<file path="config.mk">
export PLATFORM = sky130hd
export DESIGN_NAME = uart_frame_ctrl
export DESIGN_NICKNAME = d
export VERILOG_FILES = /design/src/rtl/uart_frame_pkg.sv /design/src/rtl/byte_timeout.sv /design/src/rtl/uart_frame_ctrl.sv
export SDC_FILE = /design/constraint.sdc
export NUM_CORES = 1
export LEC_CHECK = 0
export ABC_AREA = 1
export BUFFER_PORTS_ARGS = -buffer_cell sky130_fd_sc_hd__buf_2
export CAP_MARGIN = 20
export CORE_MARGIN = 5
export CORE_UTILIZATION = 40
export CTS_BUF_LIST = sky130_fd_sc_hd__clkbuf_2 sky130_fd_sc_hd__clkbuf_4 sky130_fd_sc_hd__clkbuf_8
export DETAILED_ROUTE_END_ITERATION = 10
export GPL_TIMING_DRIVEN = 1
export PLACE_DENSITY_LB_ADDON = 0.15
export SKIP_CTS_REPAIR_TIMING = 1
export SYNTH_ARGS = -nofsm -noshare
export SYNTH_HDL_FRONTEND = slang
export SYNTH_HIERARCHICAL = 1
export SYNTH_SLANG_ARGS = --single-unit
</file>
<file path="constraint.sdc">
create_clock -name clk -period 2.1 [get_ports clk]
set_clock_uncertainty 0.2 [all_clocks]
set_input_delay 0.21 -clock clk [delete_from_list [all_inputs] [get_ports clk]]
set_output_delay 0.21 -clock clk [all_outputs]
set_load 0.01 [all_outputs]
</file>
<file path="src/rtl/uart_frame_pkg.sv">
// rtl/uart_frame_pkg.sv - shared constants and enums for the UART frame controller
//
// Purpose : SYNC byte value, frame FSM state enum and abort-cause enum.
// Ports   : none (package).
package uart_frame_pkg;

  localparam logic [7:0] SYNC_BYTE = 8'hA5;

  typedef enum logic [2:0] {
    ST_IDLE    = 3'd0,
    ST_CMD     = 3'd1,
    ST_LEN     = 3'd2,
    ST_PAYLOAD = 3'd3,
    ST_CHK     = 3'd4
  } state_e;

  typedef enum logic [1:0] {
    ERR_NONE     = 2'd0,
    ERR_CHECKSUM = 2'd1,
    ERR_LENGTH   = 2'd2,
    ERR_TIMEOUT  = 2'd3
  } err_e;

endpackage

</file>
<file path="src/rtl/byte_timeout.sv">
// rtl/byte_timeout.sv - inter-byte timeout counter
//
// Purpose : counts clk cycles since the last clear while enabled and flags
//           the cycle in which the count reaches TIMEOUT_CYCLES-1.
// Ports   : clk     - clock
//           rst     - synchronous active-high reset
//           enable  - count while high (frame in progress)
//           clear   - restart the count (byte received or not in a frame)
//           expired - one-cycle timeout indication (combinational)
module byte_timeout #(
  parameter int TIMEOUT_CYCLES = 100000
) (
  input  logic clk,
  input  logic rst,
  input  logic enable,
  input  logic clear,
  output logic expired
);

  localparam int CW = $clog2(TIMEOUT_CYCLES + 1);

  logic [CW-1:0] cnt_q, cnt_d;

  // Fires in the cycle whose edge moves the count to TIMEOUT_CYCLES-1; the
  // caller registers the abort on that edge, so the error pulse appears
  // exactly TIMEOUT_CYCLES cycles after the strobe that cleared the count.
  // A clear in the same cycle (byte arriving) suppresses it.
  assign expired = enable && !clear && (cnt_q == CW'(TIMEOUT_CYCLES - 2));

  always_comb begin
    cnt_d = cnt_q;
    if (clear) begin
      cnt_d = '0;
    end else if (enable) begin
      cnt_d = cnt_q + 1'b1;
    end
  end

  always_ff @(posedge clk) begin
    if (rst) begin
      cnt_q <= '0;
    end else begin
      cnt_q <= cnt_d;
    end
  end

endmodule

</file>
<file path="src/rtl/uart_frame_ctrl.sv">
// rtl/uart_frame_ctrl.sv - UART byte-stream frame parser with checksum and timeout
//
// Purpose : parses SYNC, CMD, LEN, payload, CHK frames from a byte strobe
//           stream, writes payload bytes out, and reports pass/abort.
// Ports   : clk, rst          - clock, synchronous active-high reset
//           next_byte_i       - one-cycle received-byte strobe
//           data_i            - received byte
//           wr_en_o           - payload write strobe
//           wr_addr_o         - payload byte index
//           wr_data_o         - payload byte
//           frame_valid_o     - checksum passed pulse
//           frame_error_o     - frame aborted pulse
//           err_code_o        - cause of the last abort
//           cmd_o, len_o      - CMD / LEN of current or last frame
//           busy_o            - frame in progress
//           dropped_count_o   - saturating count of non-SYNC bytes in IDLE
module uart_frame_ctrl
  import uart_frame_pkg::*;
#(
  parameter int MAX_LEN        = 16,
  parameter int TIMEOUT_CYCLES = 100000
) (
  input  logic       clk,
  input  logic       rst,
  input  logic       next_byte_i,
  input  logic [7:0] data_i,
  output logic       wr_en_o,
  output logic [7:0] wr_addr_o,
  output logic [7:0] wr_data_o,
  output logic       frame_valid_o,
  output logic       frame_error_o,
  output logic [1:0] err_code_o,
  output logic [7:0] cmd_o,
  output logic [7:0] len_o,
  output logic       busy_o,
  output logic [7:0] dropped_count_o
);

  state_e     state_q, state_d;
  logic       busy;
  logic       timeout;

  logic       wr_en_q, wr_en_d;
  logic [7:0] wr_addr_q, wr_addr_d;
  logic [7:0] wr_data_q, wr_data_d;
  logic       valid_q, valid_d;
  logic       error_q, error_d;
  err_e       err_code_q, err_code_d;
  logic [7:0] cmd_q, cmd_d;
  logic [7:0] len_q, len_d;
  logic [7:0] idx_q, idx_d;
  logic [7:0] chk_q, chk_d;
  logic [7:0] dropped_q, dropped_d;

  assign busy = (state_q != ST_IDLE);

  byte_timeout #(
    .TIMEOUT_CYCLES(TIMEOUT_CYCLES)
  ) u_byte_timeout (
    .clk    (clk),
    .rst    (rst),
    .enable (busy),
    .clear  (next_byte_i || !busy),
    .expired(timeout)
  );

  // State register
  always_ff @(posedge clk) begin
    if (rst) begin
      state_q <= ST_IDLE;
    end else begin
      state_q <= state_d;
    end
  end

  // Next-state logic: a byte always takes priority over a coincident timeout
  always_comb begin
    state_d = state_q;
    if (next_byte_i) begin
      case (state_q)
        ST_IDLE:    if (data_i == SYNC_BYTE) state_d = ST_CMD;
        ST_CMD:     state_d = ST_LEN;
        ST_LEN: begin
          if (data_i > 8'(MAX_LEN))  state_d = ST_IDLE;
          else if (data_i == 8'd0)   state_d = ST_CHK;
          else                       state_d = ST_PAYLOAD;
        end
        ST_PAYLOAD: if (idx_q == len_q - 8'd1) state_d = ST_CHK;
        ST_CHK:     state_d = ST_IDLE;
        default:    state_d = ST_IDLE;
      endcase
    end else if (timeout) begin
      state_d = ST_IDLE;
    end
  end

  // Output / datapath next values; everything is registered for 1-cycle latency
  always_comb begin
    wr_en_d    = 1'b0;
    valid_d    = 1'b0;
    error_d    = 1'b0;
    wr_addr_d  = wr_addr_q;
    wr_data_d  = wr_data_q;
    err_code_d = err_code_q;
    cmd_d      = cmd_q;
    len_d      = len_q;
    idx_d      = idx_q;
    chk_d      = chk_q;
    dropped_d  = dropped_q;
    if (next_byte_i) begin
      case (state_q)
        ST_IDLE: begin
          if (data_i != SYNC_BYTE && dropped_q != 8'hFF) dropped_d = dropped_q + 8'd1;
        end
        ST_CMD: begin
          cmd_d = data_i;
          chk_d = data_i;
        end
        ST_LEN: begin
          len_d = data_i;
          chk_d = chk_q ^ data_i;
          idx_d = 8'd0;
          if (data_i > 8'(MAX_LEN)) begin
            error_d    = 1'b1;
            err_code_d = ERR_LENGTH;
          end
        end
        ST_PAYLOAD: begin
          wr_en_d   = 1'b1;
          wr_addr_d = idx_q;
          wr_data_d = data_i;
          chk_d     = chk_q ^ data_i;
          idx_d     = idx_q + 8'd1;
        end
        ST_CHK: begin
          if (data_i == chk_q) begin
            valid_d = 1'b1;
          end else begin
            error_d    = 1'b1;
            err_code_d = ERR_CHECKSUM;
          end
        end
        default: ;
      endcase
    end else if (timeout) begin
      error_d    = 1'b1;
      err_code_d = ERR_TIMEOUT;
    end
  end

  always_ff @(posedge clk) begin
    if (rst) begin
      wr_en_q    <= 1'b0;
      wr_addr_q  <= 8'd0;
      wr_data_q  <= 8'd0;
      valid_q    <= 1'b0;
      error_q    <= 1'b0;
      err_code_q <= ERR_NONE;
      cmd_q      <= 8'd0;
      len_q      <= 8'd0;
      idx_q      <= 8'd0;
      chk_q      <= 8'd0;
      dropped_q  <= 8'd0;
    end else begin
      wr_en_q    <= wr_en_d;
      wr_addr_q  <= wr_addr_d;
      wr_data_q  <= wr_data_d;
      valid_q    <= valid_d;
      error_q    <= error_d;
      err_code_q <= err_code_d;
      cmd_q      <= cmd_d;
      len_q      <= len_d;
      idx_q      <= idx_d;
      chk_q      <= chk_d;
      dropped_q  <= dropped_d;
    end
  end

  assign wr_en_o         = wr_en_q;
  assign wr_addr_o       = wr_addr_q;
  assign wr_data_o       = wr_data_q;
  assign frame_valid_o   = valid_q;
  assign frame_error_o   = error_q;
  assign err_code_o      = err_code_q;
  assign cmd_o           = cmd_q;
  assign len_o           = len_q;
  assign busy_o          = busy;
  assign dropped_count_o = dropped_q;

endmodule

</file>
==> out/results.env, run 1 <==
STATUS='completed'
MOST-COMMON-LAYOUT-CELLS='nand2_1 (117), dfxtp_1 (81), nor2_1 (64), inv_1 (60), a21oi_1 (58)'
FINAL_UTIL_PCT=48.25
YOSYS_MOST_USED_DFF='dfxtp_1'
GRT_ANTENNA_BEFORE_REPAIR=0
YOSYSSEQAREASHARE_PCT=40.63
FIRSTDRTPASSITERS=4
PEAKVDDDROP_mV=0.3710
PLACE_HPWL_UM=7534
FINAL_CELL_AREA_SQ_MM=0.004716
SYNTH_AREA_SQ_MM=0.003991
CTS.HTREE.LEVELS=3
CRITPATHMAXFANOUT=9
GLOBALROUTETOTALUTIL_PCT=17.42
DIE_Y_UM=109.9
YOSYSWARNINGS=6
TOTAL_LEAKAGE_POWER_nW=2.054
NUMCTSBUFFERS=9
REQUIRED_PS=2170
MAXCAPVIOLATIONS=0
YOSYS_REGISTER_BITS=81
IOPINCOUNT=57
FLOORPLAN.DIE_AREA_SQ_MM=0.01208
GLOBAL_ROUTE.PEAK_USAGE_LAYER='met2'
WORSTSETUPSTARTPOINTTYPE='flop'
WORST_PATH_MOST_REPEATED_CELL='nand2_1'
DRT_ITER0_DRC=223
DETAILROUTE.VIA_COUNT=3756
AVG_SYNTHESIZED_CELL_AREA_SQ_UM=7.102
GRT_SETUP_UNREPAIRED='false'
CLOCK_SINKS=81
GLOBALROUTEMET3UTIL_PCT=4.110
SLEW_HEADROOM_PCT=79.36
ROWS=36
MAXIMUM_NUMBER_OF_PINS_ON_ONE_NET_BEFORE_GLOBAL_ROUTE_REPAIR=27
SYNTH_EDF_COUNT=0
SETUP_VIOLATING_ENDPOINT_COUNT_IN_THE_FINAL_REPORT=0
CLOCKROOTBUFFER='clkbuf_8'
CLKSLEWWORSTSETUPHOLDPATHS_PS=90
TIMING_WORST_SLEW_PIN_VALUE_PS=306.8
DESIGN.FINAL.NETS=645
SLOWEST_DELAY_PS=350
SETUP_TNS_PS=0
FINAL_PERIOD_MINUS_WORST_SETUP_SLACK_PS=1884
VIAS_PER_CELL=4.897
ROUTED_WIRELENGTH_UM=10150
SYNTH_CELLS=562
GRT_PASS1_WL_UM=16630
CTS_BUFFER_DEPTH=2
CLK_LATENCY_PS=350
HOLD_WS_PS=31.40
DIE_W_UM=109.9
GRT_USE_MET1_PCT=22.80
TIMING_WORST_SETUP_PATH_TYPE='reg2reg'
TIMING.FINAL.MAX_SLEW_VIOLATIONS=0
NUM-FILL-CELLS=1009
P_PER_AREA_mW_PER_MM2=738.3
PLACEDINSTANCEAREA_SQ_MM=0.004461
YOSYS.CELL_TYPES.COUNT=40
FIRST_GLOBAL_VIAS=3539
SYNTH_NETS=578
HOLDCRITPATHCLASS='in2reg'
DESIGN.CORE.AREA_SQ_MM=0.009774
DRIVE_ABOVE_1_SHARE_PCT=18.93
LAYOUT.CELLS.MOST_COMMON='nand2_1'
ASYNC_FLOP_SHARE_PCT=0
WL_PER_CELL_UM=13.23
START_UTIL_PCT=40.83
GP_CONGESTION=0.8718
POST-ROUTE-PERIOD-UTIL_PCT=89.72
CRITICAL_PATH_CELL_WITH_THE_HIGHEST_STAGE_DELAY='dfxtp_1'
ACHIEVABLE-FREQUENCY_MHz=530.7
GLOBALROUTE.TOTALOVERFLOW=0
WORST_SETUP_PATH_END_KIND='flop'
GLOBAL_ROUTING_MET2_RESOURCE_UTILIZATION_PCT=28.42
AREA_GROWTH_SYN_TO_LAYOUT_PCT=18.15
CTS_TREE='built'
CRIT_PATH_CELL_TRACE='nor2_4 > nand2_1 > buf_4 > nor2_2 > nand2_1 > inv_1 > nand2_2 > nor2_1 > a21oi_1 > nor3_1'
DRT.ANTENNA.VIOLATING_NETS=0
PORT_BUFFERS=56
DRC=0
CRIT_ARRIVAL_PS=1960
TIMING.FINAL.HOLD_VIOLATIONS=0
DIODES=0
-- layer usage --
| metal | vias to the layer above | part of all wire, % |
|---|---|---|
| li1 | 1962 | - |
| met1 | 1700 | 46 |
| met2 | 81 | 47 |
| met3 | 13 | 5.4 |
| met4 | 0 | 1.6 |
| met5 | - | 0 |
-- state kept, by name (all words and copies together), names as in the netlist --
name and flops:
u_byte_timeout/cnt_q 17, chk_q 8, cmd_o 8, dropped_count_o 8
idx_q 8, len_o 8, wr_addr_o 8, wr_data_o 8
state_q 3, err_code_o 2, frame_error_o 1, frame_valid_o 1
wr_en_o 1
-- synthesized netlist by cell type (all sizes together) (4+ instances only) --
cell type / instances / share of area, %
ha: 5 / 1.6
inv: 68 / 6.5
a21oi: 60 / 7.7
buf: 8 / 1.3
xnor2: 7 / 1.5
nor2: 77 / 9.3
nor4: 4 / 0.63
nand2: 122 / 12
nand4: 6 / 0.94
nor3: 13 / 2.0
o21ai: 52 / 6.8
clkbuf: 6 / 0.56
xor2: 9 / 2.0
nand3: 31 / 3.9
dfxtp: 81 / 41
-- final timing paths --
path / start / endpoint / slack [ps] / depth (start not counted)
worst max-delay path: state_q[1] / dropped_count_o[5] / 220 / 10
worst min-delay path: next_byte_i / frame_valid_o / 30 / 3
worst max register to register: state_q[1] / dropped_count_o[5] / 220 / 10
worst min register to register: dropped_count_o[4] / dropped_count_o[4] / 260 / 2
-- worst max-delay path, delay by kind of cell (launching register included) --
family | cells | cell delay (ps)
buffers and inverters | 2 | 260
and+or+nand+nor | 7 | 910
AOI/OAI and AO/OA | 1 | 90
DFF | 1 | 350
-- cell type report --
cell class / instances / area [sq um] / share of cell area, %
clock buffers: 9 / 123.9 / 2.627
clock inverters: 7 / 101.3 / 2.149
inverters: 69 / 264.0 / 5.598
multi-input cells: 398 / 2051 / 43.49
flip-flops and latches: 81 / 1622 / 34.39
well taps: 133 / 166.4 / 3.529
repair buffers: 70 / 387.9 / 8.225
-- metrics by stage --
step                power, mW  setup WS (ps)  cells
global placement        2.179          191.5    750
global route            3.652          11.05    767
detailed placement      2.187          144.2    750
floorplan               2.017          132.7    562
CTS                     3.512          121.9    766
finish                  3.481          215.8    767
-- cells by family after synthesis --
logic type	share of synthesized area (%)
XOR/XNOR	3.511
AO/OA/AOI/OAI	16.15
adder cells (fa/ha/maj)	1.567
flip-flops	40.63
AND/OR/NAND/NOR	29.72
buffers and inverters	8.433
-- power breakdown --
group	internal (mW)	switching (mW)	total, mW
Sequential	1.59	0.0442	1.64
Clock	0.685	0.633	1.32
Combinational	0.189	0.338	0.527
No activity file was read; power rests on OpenSTA's default activity.
==> inputs of run 2 (changes only) <==
--- a/config.mk
+++ b/config.mk
@@ -5,12 +5,12 @@
 export SDC_FILE = /design/constraint.sdc
 export NUM_CORES = 1
 export LEC_CHECK = 0
-export ABC_AREA = 1
 export BUFFER_PORTS_ARGS = -buffer_cell sky130_fd_sc_hd__buf_2
 export CAP_MARGIN = 20
 export CORE_MARGIN = 5
 export CORE_UTILIZATION = 40
 export CTS_BUF_LIST = sky130_fd_sc_hd__clkbuf_2 sky130_fd_sc_hd__clkbuf_4 sky130_fd_sc_hd__clkbuf_8
+export CTS_CLUSTER_SIZE = 28
 export DETAILED_ROUTE_END_ITERATION = 10
 export GPL_TIMING_DRIVEN = 1
 export PLACE_DENSITY_LB_ADDON = 0.15
==> run 2 against run 1 <==
Hold slack lost 24 ps. Global-route usage increased by 0.36 points. Fmax is 8.7% lower.
==> out/results.env, run 2 <==
POST_SYNTH_MUX_AREA_SHARE_PCT=0  # unchanged
SETUP_VIOLATING_ENDPOINT_COUNT_IN_THE_FINAL_REPORT=0  # unchanged
CRITPATHBUFINV=1  # -1
ROWS=35  # -2.8%
FIRST_GLOBAL_VIAS=3571  # +0.90%
TOP_REGISTER='u_byte_timeout/cnt_q'
NUMBER_OF_INSTANCES_ON_THE_WORST_HOLD_PATH=3  # unchanged
ACHIEVABLE-FREQUENCY_MHz=484.5  # -8.7%
ASYNC_FLOP_SHARE_PCT=0  # unchanged
RR_STARTPOINT='len_o[1]'
WORST_SETUP_PATH_END_KIND='flop'
REQUIRED_PS=2140  # -30 ps
CRITICAL_PATH_CELL_WITH_THE_HIGHEST_STAGE_DELAY='or4_1'
YOSYSMOSTFREQUENTCELL='nand2_1'
PORT_BUFFERS=56  # unchanged
PLACED_CELLS_INCL_TAPS=682  # -9.1%
DRT_ITER0_DRC=211  # -5.4%
FINAL_PERIOD_MINUS_WORST_SETUP_SLACK_PS=2064  # +179.6 ps
CRIT_ARRIVAL_PS=2110  # +150 ps
HOLD_WS_PS=6.979  # -24.42 ps
CLK_LATENCY_PS=360  # about the same
FINALWORSTSETUPSLACK_PS=36.17  # -179.6 ps
TIMING.FINAL.HOLD_VIOLATIONS=0  # unchanged
MOST-COMMON-LAYOUT-CELLS='nand2_1 (101), dfxtp_1 (76), buf_2 (56), a21oi_1 (51), buf_4 (49)'
PEAKVDDDROP_mV=0.3970  # +7.0%
MAXCAPVIOLATIONS=0  # unchanged
DIODES=0  # unchanged
YOSYS_REGISTER_BITS=81  # unchanged
NUM-FILL-CELLS=942  # -6.6%
SYNTH-SIMPLE-AREA-SHARE_PCT=28.59  # -1.1 points
YOSYS.CELL_TYPES.COUNT=54  # +35%
SETUP_TNS_PS=0  # unchanged
START_UTIL_PCT=41.16  # +0.32 points
POST-PLACE-WS_PS=-25.24  # -169.4 ps
SYNTH_TOP_AREA_SHARE_PCT=42.44  # +1.8 points
AREA_FRACTION_IN_COMPOUND_GATES_AFTER_SYNTHESIS_PCT=13.33  # -2.8 points
CRITICAL_PATH.TOP_DELAY_FAMILY='compound AO/OA/AOI/OAI gates'
FINAL_UTIL_PCT=51.90  # +3.7 points
CRITICAL_PATH.STARTPOINT='len_o[1]'
STATUS='completed'
SYNTH_AREA_SQ_MM=0.003821  # -4.3%
TIMING.FINAL.MAX_SLEW_VIOLATIONS=0  # unchanged
FIRSTDRTPASSITERS=4  # unchanged
YOSYS-TOP-CELLS-AREA='dfxtp_1 (42%), nand2_1 (9.9%), a21oi_1 (6.7%)'
GRT_ANTENNA_BEFORE_REPAIR=0  # unchanged
HOLDCRITPATHCLASS='in2reg'
DRIVE_ABOVE_1_SHARE_PCT=25.57  # +6.6 points
CTS_BUFFER_DEPTH=2  # unchanged
PLACEDINSTANCEAREA_SQ_MM=0.004498  # +0.84%
FLIP_FLOP_COUNT_OF_THE_LARGEST_REGISTER_AFTER_LAYOUT=17  # unchanged
AVG_SYNTHESIZED_CELL_AREA_SQ_UM=8.011  # +13%
SLOWEST_DELAY_PS=490  # +140 ps
GP_CONGESTION=0.8598  # -1.4%
AREA_GROWTH_SYN_TO_LAYOUT_PCT=26.10
TIMING_WORST_SLEW_PIN_VALUE_PS=596.9  # +290.2 ps
TIMING_WORST_SETUP_PATH_TYPE='reg2reg'
WL_PER_CELL_UM=14.54  # +9.9%
GLOBALROUTETOTALUTIL_PCT=17.78  # +0.36 points
DETAILROUTE.VIA_COUNT=3607  # -4.0%
DIE_Y_UM=107.7  # -2.0%
SYNTH_EDF_COUNT=0  # unchanged
IOPINCOUNT=57  # unchanged
SYNTH_XOR_AREA_SHARE_PCT=9.627  # +6.1 points
GRT_SETUP_UNREPAIRED='true'
SYNTH_NETS=493  # -15%
ROUTED_WIRELENGTH_UM=10180  # +0.27%
CLOCKROOTBUFFER='clkbuf_8'
CRIT_PATH_CELL_TRACE='inv_2 > ha_4 > xnor2_1 > or4_1 > a211o_1 > a21o_1'
R2R_SETUP_SLACK_PS=40  # -180 ps
POST-LAYOUT-TOTAL-POWER_mW=3.241  # -6.9%
POST_SYNTH_MOST_FREQUENT_CELLS='nand2_1 (101), dfxtp_1 (81), a21oi_1 (51), nor2_1 (38), xnor2_1 (26)'
SYNTH_CELLS=477  # -15%
CLOCK_SINKS=81  # unchanged
DIE_W_UM=107.7  # -2.0%
P_PER_AREA_mW_PER_MM2=672.7  # -8.9%
SLEW_HEADROOM_PCT=59.84  # -20 points
MAXIMUM_NUMBER_OF_PINS_ON_ONE_NET_BEFORE_GLOBAL_ROUTE_REPAIR=26  # -3.7%
FINAL_CELL_COUNT_NO_FILL=700  # -8.7%
SYNTH_ADDER_AREA_SHARE_PCT=1.637  # +0.070 points
CLKSLEWWORSTSETUPHOLDPATHS_PS=100  # about the same
VIAS_PER_CELL=5.153  # +5.2%
PLACE_HPWL_UM=7372  # -2.1%
TIMING.HOLD.WORST.START='data_i[7]'
DESIGN.FINAL.NETS=582  # -9.8%
TOTAL_LEAKAGE_POWER_nW=1.864  # -9.3%
NUMCTSBUFFERS=9  # unchanged
DRC=0  # unchanged
LAYOUT.CELLS.MOST_COMMON='nand2_1'
WORSTSETUPSTARTPOINTTYPE='flop'
DRT.ANTENNA.VIOLATING_NETS=0  # unchanged
YOSYSWARNINGS=6  # unchanged
YOSYS_MOST_USED_DFF='dfxtp_1'
DESIGN.CORE.AREA_SQ_MM=0.009284  # -5.0%
FLOORPLAN.DIE_AREA_SQ_MM=0.01161  # -3.9%
FF2FF_PATH_DEPTH=6  # -4
DESTINATION_OF_THE_WORST_REGISTER_TO_REGISTER_TIMING_PATH='state_q[1]'
GLOBALROUTE.TOTALOVERFLOW=0  # unchanged
GRT_PASS1_WL_UM=16870  # +1.4%
CRITPATHMAXFANOUT=3  # -6
POST-ROUTE-PERIOD-UTIL_PCT=98.28  # +8.6 points
WORST_MIN_DELAY_PATH_ENDPOINT='wr_data_o[7]'
SYNTH.LARGEST_AREA_CELL='dfxtp_1'
CTS_TREE='built'
YOSYSSEQAREASHARE_PCT=42.44  # +1.8 points
FINAL_CELL_AREA_SQ_MM=0.004818  # +2.2%
CTS.HTREE.LEVELS=3  # unchanged
DOMINANT_COMBINATIONAL_CELL_FAMILY_BY_AREA_AFTER_SYNTHESIS='simple AND/OR/NAND/NOR gates'
## run 2: where the power goes
| group | internal, mW | switching (mW) | total, mW |
|---|---|---|---|
| Clock | 0.570 | 0.633 | 1.20 |
| Sequential | 1.58 | 0.0331 | 1.61 |
| Combinational | 0.185 | 0.244 | 0.429 |
## run 2: layout make-up
cell class	instances	area [sq um]	area share, %
multi-input cells	357	2121	44.01
flip-flops and latches	81	1630	33.84
repair buffers	106	658.1	13.66
well taps	129	161.4	3.350
clock buffers	9	123.9	2.571
clock inverters	7	82.58	1.714
inverters	11	41.29	0.8569
## run 2: worst reg2reg max path: stages (launching register included)
cell     delay [ps]
dfxtp_2         340
inv_2            50
ha_4            230
xnor2_1         120
or4_1           490
a211o_1         340
a21o_1          200
## run 2: cells by family after synthesis
| kind of cell | after synthesis |
|---|---|
| buf+inv | 39 |
| xor+xnor | 42 |
| compound gates | 88 |
| simple gates | 222 |
| fa+ha+maj | 5 |
| flops | 81 |
## run 2: worst max path at each step
| stage | end | cells after the start |
|---|---|---|
| global route | state_q[1] | 6 |
| global placement | dropped_count_o[5] | 5 |
| detailed placement | state_q[0] | 8 |
| finish | state_q[1] | 6 |
| CTS | state_q[0] | 8 |
| floorplan | dropped_count_o[7] | 7 |
## run 2: metal layers
layer	share of wire [%]	wire (um)	GRT usage, %
met1	47	4750	24.18
met2	47	4789	28.37
met3	5.2	527	4.019
met4	1.1	108	4.689
met5	0	0	0
==> inputs of run 3 (changes only) <==
--- a/config.mk
+++ b/config.mk
@@ -5,13 +5,13 @@
 export SDC_FILE = /design/constraint.sdc
 export NUM_CORES = 1
 export LEC_CHECK = 0
-export BUFFER_PORTS_ARGS = -buffer_cell sky130_fd_sc_hd__buf_2
 export CAP_MARGIN = 20
 export CORE_MARGIN = 5
 export CORE_UTILIZATION = 40
 export CTS_BUF_LIST = sky130_fd_sc_hd__clkbuf_2 sky130_fd_sc_hd__clkbuf_4 sky130_fd_sc_hd__clkbuf_8
 export CTS_CLUSTER_SIZE = 28
 export DETAILED_ROUTE_END_ITERATION = 10
+export DONT_BUFFER_PORTS = 1
 export GPL_TIMING_DRIVEN = 1
 export PLACE_DENSITY_LB_ADDON = 0.15
 export SKIP_CTS_REPAIR_TIMING = 1
==> run 3 against run 2 <==
The flow now finishes with violations (negative hold slack). Via count shrank 7.6%. Design area shrank 7.0%. Critical path type unchanged. Non-clock buffer count shrank 69. Utilization shrank 3.6 points. Critical endpoint is now dropped_count_o[4]. Setup slack gained 25 ps. Critical path depth shrank 1. Largest power group unchanged. Global-route usage shrank 0.89 points. Sequential power is essentially flat.
==> out/results.env, run 3 (synthesis results as in run 2) <==
DETAILROUTE.VIA_COUNT=3334  # -7.6%
WL_PER_CELL_UM=15.33  # +5.5%
NUMCTSBUFFERS=9  # unchanged
FLIP_FLOP_COUNT_OF_THE_LARGEST_REGISTER_AFTER_LAYOUT=17  # unchanged
SLEW_HEADROOM_PCT=62.21  # +2.4 points
DRIVE_ABOVE_1_SHARE_PCT=15.17  # -10 points
CLK_LATENCY_PS=350  # about the same
DIE_Y_UM=107.7  # unchanged
FIRSTDRTPASSITERS=4  # unchanged
POST-LAYOUT-TOTAL-POWER_mW=3.440  # +6.1%
CRITPATHBUFINV=0  # -1
ROWS=35  # unchanged
POWER.COMBINATIONAL.FRACTION_PCT=9.0  # -4.2 points
DRT_ITER0_DRC=183  # -13%
TIMING_WORST_SETUP_PATH_TYPE='reg2reg'
START_UTIL_PCT=41.16  # unchanged
ROUTED_WIRELENGTH_UM=9660  # -5.1%
LAYOUT.CELLS.MOST_COMMON='nand2_1'
IOPINCOUNT=57  # unchanged
POST-ROUTE-PERIOD-UTIL_PCT=97.06  # -1.2 points
GRT_PASS1_WL_UM=15750  # -6.7%
WORSTSETUPPATHDEPTH=5  # -1
P_PER_AREA_mW_PER_MM2=767.5  # +14%
FINAL_PERIOD_MINUS_WORST_SETUP_SLACK_PS=2038  # -25.47 ps
STATUS='finished with violations'
CRIT_ARRIVAL_PS=2090  # -20 ps
CRITICAL_PATH_CELL_WITH_THE_HIGHEST_STAGE_DELAY='or4b_4'
CRITPATHMAXFANOUT=9  # +6
DRC=0  # unchanged
CRITICAL_PATH.TOP_DELAY_FAMILY='simple AND/OR/NAND/NOR gates'
CRITPATHCAPTURE='dropped_count_o[4]'
CLOCKROOTBUFFER='clkbuf_8'
TIMING.FINAL.MAX_SLEW_VIOLATIONS=0  # unchanged
DESIGN.FINAL.NETS=513  # -12%
PEAKVDDDROP_mV=0.3506  # -12%
GP_CONGESTION=0.7974  # -7.3%
WORSTSETUPSTARTPOINTTYPE='flop'
POWER.NET_SWITCHING_mW=0.8092  # -11%
CRIT_PATH_CELL_TRACE='or4b_4 > a41o_2 > nor4b_2 > xnor2_1 > nor2_1'
WORST_SETUP_PATH_END_KIND='flop'
DRT.ANTENNA.VIOLATING_NETS=0  # unchanged
VIAS_PER_CELL=5.292  # +2.7%
CLOCKPOWERSHARE_PCT=43.9  # +6.8 points
HOLD_WS_PS=-269.0  # -275.9 ps
NUM-FILL-CELLS=949  # +0.74%
DIE_W_UM=107.7  # unchanged
VIOLATIONS='negative hold slack'
HOLDCRITPATHCLASS='in2reg'
SEQ_POWER_SHARE_PCT=47.1  # -2.5 points
FF2FF_PATH_DEPTH=5  # -1
FIRST_GLOBAL_VIAS=3164  # -11%
DIODES=0  # unchanged
RR_STARTPOINT='state_q[1]'
POWER.SWITCHING_FRACTION_PCT=23.53  # -4.6 points
GLOBALROUTETOTALUTIL_PCT=16.89  # -0.89 points
FLOORPLAN.DIE_AREA_SQ_MM=0.01161  # unchanged
MAXCAPVIOLATIONS=0  # unchanged
PLACE_HPWL_UM=6764  # -8.3%
R2R_SETUP_SLACK_PS=60  # +30 ps
TIMING_WORST_SLEW_PIN_VALUE_PS=561.7  # -35.19 ps
CLKSLEWWORSTSETUPHOLDPATHS_PS=90  # about the same
TOTAL_LEAKAGE_POWER_nW=1.545  # -17%
CTS_BUFFER_DEPTH=2  # unchanged
CTS_TREE='built'
MAXIMUM_NUMBER_OF_PINS_ON_ONE_NET_BEFORE_GLOBAL_ROUTE_REPAIR=66  # +150%
SETUP_VIOLATING_ENDPOINT_COUNT_IN_THE_FINAL_REPORT=0  # unchanged
DESTINATION_OF_THE_WORST_REGISTER_TO_REGISTER_TIMING_PATH='dropped_count_o[4]'
TOP_REGISTER='u_byte_timeout/cnt_q'
PORT_BUFFERS=0  # -100%
SLOWEST_DELAY_PS=560  # +70 ps
ACHIEVABLE-FREQUENCY_MHz=490.6  # +1.2%
AREA_GROWTH_SYN_TO_LAYOUT_PCT=17.29
REQUIRED_PS=2150  # about the same
GRT_ANTENNA_BEFORE_REPAIR=0  # unchanged
CRITICAL_PATH.STARTPOINT='state_q[1]'
CTS.HTREE.LEVELS=3  # unchanged
INTERNAL_POWER_mW=2.630  # +13%
GLOBALROUTE.TOTALOVERFLOW=0  # unchanged
TIMING.FINAL.HOLD_VIOLATIONS=63  # +63
DESIGN.CORE.AREA_SQ_MM=0.009284  # unchanged
CLOCK_SINKS=81  # unchanged
MOST-COMMON-LAYOUT-CELLS='nand2_1 (101), dfxtp_1 (76), a21oi_1 (51), nor2_1 (37), buf_4 (36)'
[run 3: cell types whose count changed in the layout (fill, tap and decap cells not counted), moves of 3 or more]
cell	delta
bufinv_16	+3
buf_2	-56
inv_6	-3
buf_4	-13
[run 3: layout make-up]
type	count	area (sq um)	share of cell area (%)
multi-input cells	357	2107	47.01
flip-flops and latches	81	1628	36.32
repair buffers	37	280.3	6.253
well taps	129	161.4	3.601
clock inverters	6	140.1	3.127
clock buffers	9	123.9	2.764
inverters	11	41.29	0.9213
[run 3: how the worst min path moves through the flow]
stage | endpoint | startpoint | depth (start not counted)
final | len_o[3] | rst | 1
after global routing | chk_q[3] | rst | 1
after CTS | wr_data_o[7] | rst | 1
after detailed placement | chk_q[4] | rst | 1
after global placement | len_o[3] | rst | 1
after floorplan | cmd_o[2] | data_i[2] | 2
[run 3: worst register-to-register path: cells and delay by family, from the launching register on]
kind             cells  cell delay, ps
AO/OA/AOI/OAI        1             340
XOR/XNOR             1             150
flip-flops           1             330
AND/OR/NAND/NOR      3             930
[run 3: layer usage]
metal,GRT usage [%],part of all wire (%),up-vias
li1,-,-,1677
met1,22.38,46,1564
met2,27.13,46,79
met3,4.499,6.6,14
met4,4.509,1.6,0
met5,0,0,-
[run 3: power groups by stage]
stage               registers [mW]  clock network (mW)  logic, mW
floorplan                     1.65                   0      0.242
CTS                           1.62                1.54      0.293
global placement              1.66                   0      0.286
detailed placement            1.66                   0      0.291
finish                        1.62                1.51      0.310
global route                  1.63                1.61      0.348
[run 3: per-stage QoR]
step | utilization, % | setup WS [ps] | cell area (sq um) | setup TNS, ps | std cells
finish | 48.27 | 61.65 | 4482 | 0 | 630
global route | 48.27 | -20.64 | 4482 | -39.73 | 630
CTS | 47.30 | 6.822 | 4392 | 0 | 629
detailed placement | 44.46 | 6.253 | 4128 | 0 | 614
floorplan | - | -11.37 | 3822 | -27.59 | 477
global placement | 44.46 | 29.12 | 4128 | 0 | 614
